## src/rtl/decoder_nto2n_seq.sv

```systemverilog
// decoder_nto2n_seq: registered N-to-2^N decoder driving a timed strobe.
// Define DEC_THERMO_EN to add the therm_mode input (thermometer output).
module decoder_nto2n_seq #(
    parameter int IN_W   = 3,
    parameter int OUT_W  = 8,
    parameter int HOLD_W = 4
) (
    input  logic              clk,
    input  logic              rst_n,
    input  logic              in_valid,
    output logic              in_ready,
    input  logic [IN_W-1:0]   in_sel,
    input  logic [HOLD_W-1:0] in_hold,
`ifdef DEC_THERMO_EN
    input  logic              therm_mode,
`endif
    output logic              out_valid,
    output logic [OUT_W-1:0]  out_onehot,
    output logic              busy,
    output logic              err
);

    typedef enum logic {
        IDLE,
        ACTIVE
    } state_t;

    state_t            state, state_n;
    logic [HOLD_W-1:0] cnt, cnt_n;
    logic [OUT_W-1:0]  out_n, dec;
    logic              err_n;
    logic              accept;
    logic              in_range;
    logic              therm;
    logic [31:0]       sel_ext;

`ifdef DEC_THERMO_EN
    assign therm = therm_mode;
`else
    assign therm = 1'b0;
`endif

    assign sel_ext   = 32'(in_sel);
    assign in_range  = sel_ext < 32'(OUT_W);
    assign in_ready  = (state == IDLE) || (cnt == '0);
    assign accept    = in_valid && in_ready;
    assign out_valid = (state == ACTIVE);
    assign busy      = (state == ACTIVE);

    always_comb begin
        dec = '0;
        for (int i = 0; i < OUT_W; i++) begin
            dec[i] = therm ? (sel_ext >= 32'(i)) : (sel_ext == 32'(i));
        end
    end

    // The final strobe cycle accepts, so a valid reload has no zero gap.
    always_comb begin
        state_n = state;
        cnt_n   = cnt;
        out_n   = out_onehot;
        err_n   = 1'b0;
        case (state)
            IDLE: begin
                out_n = '0;
                if (accept) begin
                    if (in_range) begin
                        out_n   = dec;
                        cnt_n   = in_hold;
                        state_n = ACTIVE;
                    end else begin
                        err_n = 1'b1;
                    end
                end
            end
            ACTIVE: begin
                if (cnt != '0) begin
                    cnt_n = cnt - 1'b1;
                end else if (accept && in_range) begin
                    out_n = dec;
                    cnt_n = in_hold;
                end else begin
                    err_n   = accept;
                    out_n   = '0;
                    state_n = IDLE;
                end
            end
            default: begin
                out_n   = '0;
                cnt_n   = '0;
                state_n = IDLE;
            end
        endcase
    end

    always_ff @(posedge clk) begin
        if (!rst_n) begin
            state      <= IDLE;
            cnt        <= '0;
            out_onehot <= '0;
            err        <= 1'b0;
        end else begin
            state      <= state_n;
            cnt        <= cnt_n;
            out_onehot <= out_n;
            err        <= err_n;
        end
    end

endmodule

```

## config.mk

```make
export PLATFORM = sky130hd
export DESIGN_NAME = decoder_nto2n_seq
export DESIGN_NICKNAME = d
export VERILOG_FILES = /design/src/rtl/decoder_nto2n_seq.sv
export SDC_FILE = /design/constraint.sdc
export NUM_CORES = 1
export LEC_CHECK = 0
export BUFFER_PORTS_ARGS = -buffer_cell sky130_fd_sc_hd__buf_2
export CAP_MARGIN = 20
export CORE_UTILIZATION = 48
export DETAILED_ROUTE_END_ITERATION = 12
export PLACE_DENSITY = 0.85
export SKIP_CTS_REPAIR_TIMING = 1
export SLEW_MARGIN = 25
export SYNTH_ARGS = -nofsm -noshare
export SYNTH_HDL_FRONTEND = slang
export SYNTH_SLANG_ARGS = --single-unit
```

## constraint.sdc

```tcl
create_clock -name clk -period 1.95 [get_ports clk]
set_input_delay 0.0975 -clock clk [delete_from_list [all_inputs] [get_ports clk]]
set_output_delay 0.0975 -clock clk [all_outputs]
set_load 0.05 [all_outputs]
```

==> results_dict.tcl <==
set metrics [dict create \
    seq_power_share 0.480 \
    reg2reg_setup_slack_ns 0.21 \
    synth_ff_type "dfxtp_1" \
    dp_hpwl_um 1154 \
    path_class "flip-flop to primary output" \
    cts_buffers 3 \
    gr-total-overflow 0 \
    fp.dieW_um 40.11 \
    synthTopCellsByArea "dfxtp_1 40%, a21oi_1 7.2%, nand3_1 6.5%, o21ai_0 4.3%, a2111o_1 3.2%" \
    grt_first_pass_wirelength_um 2463 \
    syn_area_per_cell_um2 8.499 \
    intPower_mw 0.4385 \
    synth_most_common_cell "dfxtp_1" \
    fmax_ghz 0.5523 \
    gp_congestion 0.8144 \
    synth.top_cell.area_share 0.4022 \
    drt_wl_total_um 1592 \
    critPathMaxStageDelay_ns 0.46 \
    grt_usage 0.2276 \
    grt_max_degree 21 \
    ys_seq_area_frac 0.4022 \
    sw_frac_of_total 0.3256 \
    die_area_um2 1608 \
    clock_skew_ns 0.008321 \
    antenna_left 0 \
    syn_nets 93 \
    rows 13 \
    ys_warn_count 0 \
    path_cells "inv_1 -> ha_1 -> or3b_4 -> nand2_1 -> buf_4" \
    power_mw 0.6503 \
    rsz0062_at_grt "no" \
    setup_viol 0 \
    synth_commonest_cells "14 x dfxtp_1, 10 x a21oi_1, 9 x nand3_1" \
    cp_slowest_cell "or3b_4" \
    drc 0 \
    io_buffer_count 21 \
    status "finished clean" \
    grt_pass1_vias 557 \
    cts_tree "yes" \
    drt_iter0_markers 22 \
    drtPass1Iterations 4 \
    initial_core_util 0.5225 \
    async_reset_ff_frac 0 \
    nNetsFinal 115 \
    synth_area_um2 696.9 \
    worstPathArrival_ns 1.71 \
    fin_area_um2 837.1 \
    yosysTopAreaCell "dfxtp_1" \
    cap_violations 0 \
    power_frac_comb 0.284 \
    fin_crit_sh 0.9285 \
    leakagePower_nw 0.3576 \
    clockRootBuffer "clkbuf_4" \
    clkSlewWorstSetupHoldPaths_ns 0.08 \
    drive_above_1_share 0.3039 \
    vdd_drop_max_mv 0.3508 \
    clkPwrFrac 0.237 \
    antenna_found_initial 0 \
    slew_violations 0 \
    synthCells 82 \
    wl_per_cell_um 13.61 \
    worst-path-max-fanout 10 \
    end_kind "primary output" \
    place_area_um2 809.5 \
    ioPinCount 22 \
    clk_latency_ns 0.27 \
    cts.sinks 14 \
    hold_viol_final 0 \
    worstPathRequired_ns 1.85 \
    synth_edf_count 0 \
    die_h_um 40.11 \
    syn_to_final_growth_pct 20.11 \
    synth_cell_types 32 \
    antenna_cells 0 \
    cp-start-kind "flip-flop" \
    routed_via_density 5.897 \
    vias 690 \
    htreeDepth 1 \
    power_density_nw_per_um2 776.9 \
    hp-class "input pin to flip-flop" \
    power_switching_mw 0.2117 \
    fin_crit_ns 1.811 \
    cts_buffer_depth 2 \
    ys_seq_elements 14 \
    core_um2 1334 \
]
path summary, 6_finish.rpt:
kind / from / end / cells after the start
worst max-delay path: cnt[0]$_SDFFE_PN0P_ / in_ready / 5
worst max register to register: cnt[0]$_SDFFE_PN0P_ / out_onehot[4]$_SDFFE_PN0P_ / 5
worst min register to register: out_onehot[0]$_SDFFE_PN0P_ / out_onehot[0]$_SDFFE_PN0P_ / 2
worst min-delay path: rst_n / cnt[3]$_SDFFE_PN0P_ / 2
state kept, by name, indices dropped and copies added (netlist names):
| signal | flops |
|---|---|
| cnt | 4 |
| busy | 1 |
| out_onehot | 8 |
| err | 1 |
layout by cell type (no fill, tap or decap), types with 2 or more instances in the layout:
| master | count |
|---|---|
| a2111o_1 | 2 |
| a21oi_1 | 10 |
| a21oi_2 | 2 |
| and4b_1 | 2 |
| buf_2 | 20 |
| buf_4 | 4 |
| clkbuf_4 | 3 |
| dfxtp_1 | 14 |
| inv_1 | 4 |
| nand2_1 | 6 |
| nand3_1 | 9 |
| nor4bb_1 | 2 |
| o21ai_0 | 6 |
cell type report:
type / count / area, um2
well taps: 15 / 18.77
fillers: 122 / 496.7
multi-input cells: 56 / 366.6
repair buffers: 24 / 130.1
inverters: 5 / 18.77
flip-flops and latches: 14 / 280.3
clock buffers: 3 / 22.52
cells by family (layout without fill, tap and decap cells):
kind of cell,after synthesis,in the layout,share of synthesized area
fa+ha+maj,1,1,0.01795
compound gates,27,27,0.2603
flops,14,14,0.4022
other cells,1,1,0.005381
buf+inv,12,32,0.07539
simple gates,27,27,0.2388
power by group through the flow:
stage	clock (mW)	combinational, mW	sequential (mW)
floorplan	0	0.107	0.337
global placement	0	0.174	0.317
detailed placement	0	0.177	0.318
CTS	0.160	0.178	0.312
global route	0.172	0.203	0.314
finish	0.154	0.185	0.312
per-stage QoR:
step / hold WS, ns / setup slack, ns / utilization / cells / setup TNS [ns]
after floorplan: 0.2254 / 0.06698 / - / 82 / 0
after global routing: 0.06062 / 0.02366 / 0.6276 / 117 / 0
after detailed placement: 0.3403 / 0.1437 / 0.6069 / 114 / 0
after global placement: 0.3429 / 0.2412 / 0.6069 / 114 / 0
final: 0.06744 / 0.1394 / 0.6276 / 117 / 0
after CTS: 0.05716 / -0.03137 / 0.6238 / 117 / -0.03137
critical path: cells and delay by family, from the launching register on:
| kind | cells | cell delay, ns |
|---|---|---|
| simple gates | 2 | 0.60 |
| flops | 1 | 0.34 |
| fa+ha+maj | 1 | 0.22 |
| buf+inv | 2 | 0.28 |
layer usage:
metal | share of wire | vias up | wire length (um) | track usage
met2 | 0.48 | 29 | 768 | 0.3468
met4 | 0 | 0 | 0 | 0.05172
met3 | 0.058 | 0 | 93 | 0.05000
li1 | - | 342 | - | -
met1 | 0.46 | 319 | 730 | 0.3242
met5 | 0 | - | 0 | 0
No activity file was read; power rests on OpenSTA's default activity.
